File: src/rtl/div_if.sv
// Handshake between the EX stage and the multi-cycle divider.
// The EX stage drives the request side; the divider returns {hi, lo} and ready.
interface div_if #(
  parameter int WIDTH = 32
);
  logic               start_i;
  logic               signed_div_i;
  logic [WIDTH-1:0]   opdata1_i;
  logic [WIDTH-1:0]   opdata2_i;
  logic               annul_i;
  logic [2*WIDTH-1:0] result_o;
  logic               ready_o;

  modport master (
    output start_i, signed_div_i, opdata1_i, opdata2_i, annul_i,
    input  result_o, ready_o
  );

  modport slave (
    input  start_i, signed_div_i, opdata1_i, opdata2_i, annul_i,
    output result_o, ready_o
  );
endinterface

File: src/rtl/div_unit.sv
// Radix-2 restoring divider for MIPS DIV/DIVU: one quotient bit per cycle on
// operand magnitudes, signs restored on the edge that enters DONE.
module div_unit #(
  parameter int WIDTH = 32
) (
  input  logic  clk,
  input  logic  rst,
  div_if.slave  bus
);

  localparam int CNT_W = $clog2(WIDTH);

  typedef enum logic [1:0] {
    IDLE  = 2'd0,
    BUSY  = 2'd1,
    DZERO = 2'd2,
    DONE  = 2'd3
  } state_t;

  state_t             state_q, state_d;
  logic [CNT_W-1:0]   cnt_q, cnt_d;
  logic [WIDTH-1:0]   rem_q, rem_d;
  logic [WIDTH-1:0]   quo_q, quo_d;
  logic [WIDTH-1:0]   dsr_q, dsr_d;
  logic               neg_quo_q, neg_quo_d;
  logic               neg_rem_q, neg_rem_d;
  logic [2*WIDTH-1:0] result_q, result_d;
  logic               ready_q, ready_d;

  logic [WIDTH:0]     shifted;
  logic [WIDTH:0]     trial;
  logic               q_bit;
  logic [WIDTH-1:0]   rem_step;
  logic [WIDTH-1:0]   quo_step;
  logic               dvd_neg;
  logic               dsr_neg;

  function automatic logic [WIDTH-1:0] cond_neg(input logic [WIDTH-1:0] v,
                                                input logic             neg);
    return neg ? -v : v;
  endfunction

  always_comb begin
    state_d   = state_q;
    cnt_d     = cnt_q;
    rem_d     = rem_q;
    quo_d     = quo_q;
    dsr_d     = dsr_q;
    neg_quo_d = neg_quo_q;
    neg_rem_d = neg_rem_q;
    result_d  = '0;
    ready_d   = 1'b0;

    // quo_q doubles as the dividend shift register: its MSB feeds the
    // partial remainder while quotient bits enter from the bottom.
    shifted  = {rem_q, quo_q[WIDTH-1]};
    trial    = shifted - {1'b0, dsr_q};
    q_bit    = ~trial[WIDTH];
    rem_step = q_bit ? trial[WIDTH-1:0] : shifted[WIDTH-1:0];
    quo_step = {quo_q[WIDTH-2:0], q_bit};

    dvd_neg  = bus.signed_div_i & bus.opdata1_i[WIDTH-1];
    dsr_neg  = bus.signed_div_i & bus.opdata2_i[WIDTH-1];

    unique case (state_q)
      IDLE: begin
        if (bus.start_i && !bus.annul_i) begin
          quo_d     = cond_neg(bus.opdata1_i, dvd_neg);
          dsr_d     = cond_neg(bus.opdata2_i, dsr_neg);
          rem_d     = '0;
          cnt_d     = '0;
          neg_quo_d = dvd_neg ^ dsr_neg;
          neg_rem_d = dvd_neg;
          state_d   = (bus.opdata2_i == '0) ? DZERO : BUSY;
        end
      end
      BUSY: begin
        if (bus.annul_i) begin
          state_d = IDLE;
        end else begin
          rem_d = rem_step;
          quo_d = quo_step;
          cnt_d = cnt_q + CNT_W'(1);
          if (cnt_q == CNT_W'(WIDTH - 1)) begin
            state_d  = DONE;
            ready_d  = 1'b1;
            result_d = {cond_neg(rem_step, neg_rem_q), cond_neg(quo_step, neg_quo_q)};
          end
        end
      end
      DZERO: begin
        // Divide by zero is defined to return 0 without a trap.
        state_d = bus.annul_i ? IDLE : DONE;
        ready_d = ~bus.annul_i;
      end
      DONE: begin
        if (bus.annul_i || !bus.start_i) begin
          state_d = IDLE;
        end else begin
          ready_d  = 1'b1;
          result_d = result_q;
        end
      end
      default: state_d = IDLE;
    endcase
  end

  always_ff @(posedge clk) begin
    if (rst) begin
      state_q   <= IDLE;
      cnt_q     <= '0;
      rem_q     <= '0;
      quo_q     <= '0;
      dsr_q     <= '0;
      neg_quo_q <= 1'b0;
      neg_rem_q <= 1'b0;
      result_q  <= '0;
      ready_q   <= 1'b0;
    end else begin
      state_q   <= state_d;
      cnt_q     <= cnt_d;
      rem_q     <= rem_d;
      quo_q     <= quo_d;
      dsr_q     <= dsr_d;
      neg_quo_q <= neg_quo_d;
      neg_rem_q <= neg_rem_d;
      result_q  <= result_d;
      ready_q   <= ready_d;
    end
  end

  assign bus.result_o = result_q;
  assign bus.ready_o  = ready_q;

endmodule
File: src/flat_wrapper.sv
// flat-port wrapper written by rule: the top's interface ports become plain ports
module div_unit_flat 
#(
  parameter int WIDTH = 32
)
  (clk, rst, bus_start_i, bus_signed_div_i, bus_opdata1_i, bus_opdata2_i, bus_annul_i, bus_result_o, bus_ready_o);
  div_if #(.WIDTH(WIDTH)) bus_i ();
  input  logic clk;
  input  logic rst;
  input wire logic [$bits(bus_i.start_i)-1:0] bus_start_i;
  input wire logic [$bits(bus_i.signed_div_i)-1:0] bus_signed_div_i;
  input wire logic [$bits(bus_i.opdata1_i)-1:0] bus_opdata1_i;
  input wire logic [$bits(bus_i.opdata2_i)-1:0] bus_opdata2_i;
  input wire logic [$bits(bus_i.annul_i)-1:0] bus_annul_i;
  output wire logic [$bits(bus_i.result_o)-1:0] bus_result_o;
  output wire logic [$bits(bus_i.ready_o)-1:0] bus_ready_o;
  assign bus_i.start_i = bus_start_i;
  assign bus_i.signed_div_i = bus_signed_div_i;
  assign bus_i.opdata1_i = bus_opdata1_i;
  assign bus_i.opdata2_i = bus_opdata2_i;
  assign bus_i.annul_i = bus_annul_i;
  assign bus_result_o = bus_i.result_o;
  assign bus_ready_o = bus_i.ready_o;
  div_unit #(.WIDTH(WIDTH)) u_core (.clk(clk), .rst(rst), .bus(bus_i));
endmodule
File: config.mk
export PLATFORM = sky130hd
export DESIGN_NAME = div_unit_flat
export DESIGN_NICKNAME = d
export VERILOG_FILES = /design/src/rtl/div_if.sv /design/src/rtl/div_unit.sv /design/src/flat_wrapper.sv
export SDC_FILE = /design/constraint.sdc
export NUM_CORES = 1
export LEC_CHECK = 0
export ABC_AREA = 1
export BUFFER_PORTS_ARGS = -buffer_cell sky130_fd_sc_hd__buf_2
export CELL_PAD_IN_SITES_DETAIL_PLACEMENT = 1
export CELL_PAD_IN_SITES_GLOBAL_PLACEMENT = 2
export CORE_MARGIN = 8
export CORE_UTILIZATION = 29
export CTS_CLUSTER_DIAMETER = 50
export DETAILED_ROUTE_END_ITERATION = 12
export GPL_ROUTABILITY_DRIVEN = 0
export PLACE_DENSITY_LB_ADDON = 0.1
export SLEW_MARGIN = 10
export SYNTH_ARGS = -nofsm -noshare
export SYNTH_HDL_FRONTEND = slang
export SYNTH_SLANG_ARGS = --single-unit
File: constraint.sdc
create_clock -name clk -period 4.04 [get_ports clk]
set_input_delay 0.606 -clock clk [delete_from_list [all_inputs] [get_ports clk]]
set_output_delay 0.606 -clock clk [all_outputs]
set_load 0.01 [all_outputs]
==> results.ini <==
[status]
outcome = complete, no violations

[placement]
port_buffers = 133
dp_hpwl_um = 40500
dp.cells = 2787

[logic_synthesis]
ys_types = 56
synth_edf_count = 0
synth_mux_area_share_pct = 0
yosysSeqAreaShare_pct = 27.1
synth_cells = 2080
synth_compound_area_share_pct = 17.8
syn_area_sq_um = 12600
synthFlopType = dfxtp_1
ys_warn_count = 0
syn_avg_cell_area_sq_um = 6.04
synth-simple-area-share_pct = 35.8
synth-adder-area-share_pct = 4.44
synth_xor_area_share_pct = 3.97
synth_top_family_by_area = simple AND/OR/NAND/NOR gates
async_flop_share_pct = 0
synth_fp_nets = 2193
synth.ff_latch_count = 170

[timing]
finalHoldViolCount = 0
min_period_over_period_pct = 93.8
skew_ns = 0.0107
slew_headroom_pct = 30.4
worst_slew_pin_slew_ns = 1.04
fmax_mhz = 264
setup_viol_count_final = 0
slew_viol_final = 0
fin_crit_ns = 3.79

[critical_path]
critPathLaunchType = flop
critPathSlowestCell = ha_1
rrSetupSlack_ns = 0.25
worstSetupPathType = flop to flop
crit_path_max_fanout = 5
r2r-start = u_core.dsr_q[29]
arrival_ns = 4.20
worst_path_most_repeated_cell = nand2_4
worstSetupEndpointType = flop
crit_start = u_core.dsr_q[29]
critPathMaxStageDelay_ns = 0.35
required_ns = 4.45

[detailed_routing]
wire_per_inst_um = 18.2
drtPass1Iterations = 5
drc = 0
drtIter0Drc = 778
drt-met1-wl_um = 23500
routed_wirelength_um = 51300
wl_met2_um = 24900
via_count = 13700
top_layer = met4
ant_nets = 0
dr_wl_met3_um = 1520
viasPerCell = 4.84

[final_layout]
antennaDiodeCount = 0
syn2layout_area_growth_pct = 18.8
layout_common_cells = nand2_1 (631), inv_1 (256), a21oi_1 (195)
fin_nets = 2335
layout-drive-gt1-share_pct = 14.5
fin_cells = 2820
postLayoutCoreUtil_pct = 34.8
layout_commonest_cell = nand2_1

[grt]
grt_pass1_wl_um = 80300
overflow = 0
antenna_found_initial = 0
grt_usage_pct = 20.5
grt_pass1_vias = 14500
grt_max_degree = 142

[power]
p_leak_nw = 7.16
pwr_density_cell_nw_per_um2 = 531
vdd.ir_drop.worst_mv = 0.246

[floorplan]
die_w_um = 224
io_pins = 134
start_util_pct = 29.3
row_count = 76
dieHeight_um = 224
core_sq_um = 42900
dieArea_sq_um = 50200

[min_path]
min-delay-start = bus_opdata2_i[0]
min_path_type = input port to flop

[clock_tree]
clk_pin_slew_worst_paths_ns = 0.08
insertion_delay_ns = 0.49
cts-buffers-inserted = 17
htree_levels = 4
cts_root_buf = clkbuf_16
clockBufferDepth = 2
cts_tree = yes
cts.sinks = 170

[run]
maxCapViolCount = 0

[metrics by stage]
| stage | instance area [sq um] | power, W | setup slack [ns] | TNS (ns) | hold WS [ns] |
|---|---|---|---|---|---|
| 3_3_place_gp | 14100 | 0.00603 | 0.137 | 0 | 0.452 |
| 6_report | 14900 | 0.00792 | 0.249 | 0 | 0.421 |
| 2_1_floorplan | 12600 | 0.00475 | 0.0558 | 0 | 0.445 |
| 3_5_place_dp | 14100 | 0.00609 | 0.0835 | 0 | 0.456 |
| 5_1_grt | 14900 | 0.00861 | -0.00847 | -0.0141 | 0.408 |
| 4_1_cts | 14700 | 0.00794 | 0.0530 | 0 | 0.393 |
[logic make-up after synthesis]
| logic type | Yosys count |
|---|---|
| adder cells (fa/ha/maj) | 44 |
| AO/OA/AOI/OAI | 406 |
| XOR/XNOR | 57 |
| buffers and inverters | 341 |
| AND/OR/NAND/NOR | 1062 |
| flip-flops | 170 |
[worst max-delay path: cells and delay by family, from the launching register on]
family | cells | cell delay, ns
and+or+nand+nor | 15 | 1.91
DFF | 1 | 0.34
adders and majority gates | 2 | 0.52
buffers and inverters | 3 | 0.26
AOI/OAI and AO/OA | 6 | 0.69
[Yosys cell counts (all sizes together), types with 30 or more instances]
| cell | instances | area share, % |
|---|---|---|
| a21oi | 201 | 8.2 |
| a31oi | 30 | 1.5 |
| clkbuf | 55 | 1.6 |
| dfxtp | 170 | 27 |
| ha | 43 | 4.3 |
| inv | 260 | 7.8 |
| nand2 | 665 | 21 |
| nand3 | 139 | 5.8 |
| nor2 | 184 | 5.7 |
| nor3 | 30 | 1.3 |
| o21ai | 131 | 5.4 |
| xor2 | 37 | 2.6 |
[power by group]
part | switching, W | total [W] | internal, W
Sequential | 0.000113 | 0.00193 | 0.00181
Combinational | 0.00287 | 0.00419 | 0.00132
Clock | 0.000819 | 0.00180 | 0.000984
Total | 0.00380 | 0.00792 | 0.00412
[area by class of cell]
type	instances	area (sq um)
fill	5695	28000
multi-input combinational	1569	7990
sequential	170	3410
timing repair buffer	198	1180
inverter	266	998
tap	585	732
clock buffer	17	425
clock inverter	15	189
[sequential cells by signal (all words and copies together), names as in the netlist]
register	cells
u_core.bus.result_o	64
u_core.dsr_q	32
u_core.quo_q	32
u_core.rem_q	32
u_core.cnt_q	5
u_core.state_q	2
u_core.bus.ready_o	1
u_core.neg_quo_q	1
u_core.neg_rem_q	1
[worst paths after layout]
check	cells past startpoint	to
worst min-delay path	3	u_core.dsr_q[0]
worst max register to register	26	u_core.bus.result_o[30]
worst max-delay path	26	u_core.bus.result_o[30]
worst min register to register	2	u_core.bus.result_o[23]
[routing by layer]
layer	vias up	track usage [%]
met5	-	0
met4	0	7.35
met3	59	3.57
met2	171	35.7
met1	6459	25.1
li1	6973	-
[timing repair]
action	in CTS	in global routing
endpoints found under the setup margin	0	8
gates resized for setup	0	34
hold buffers	0	0
buffers inserted	0	1
Power figures use the tool's default switching activity.
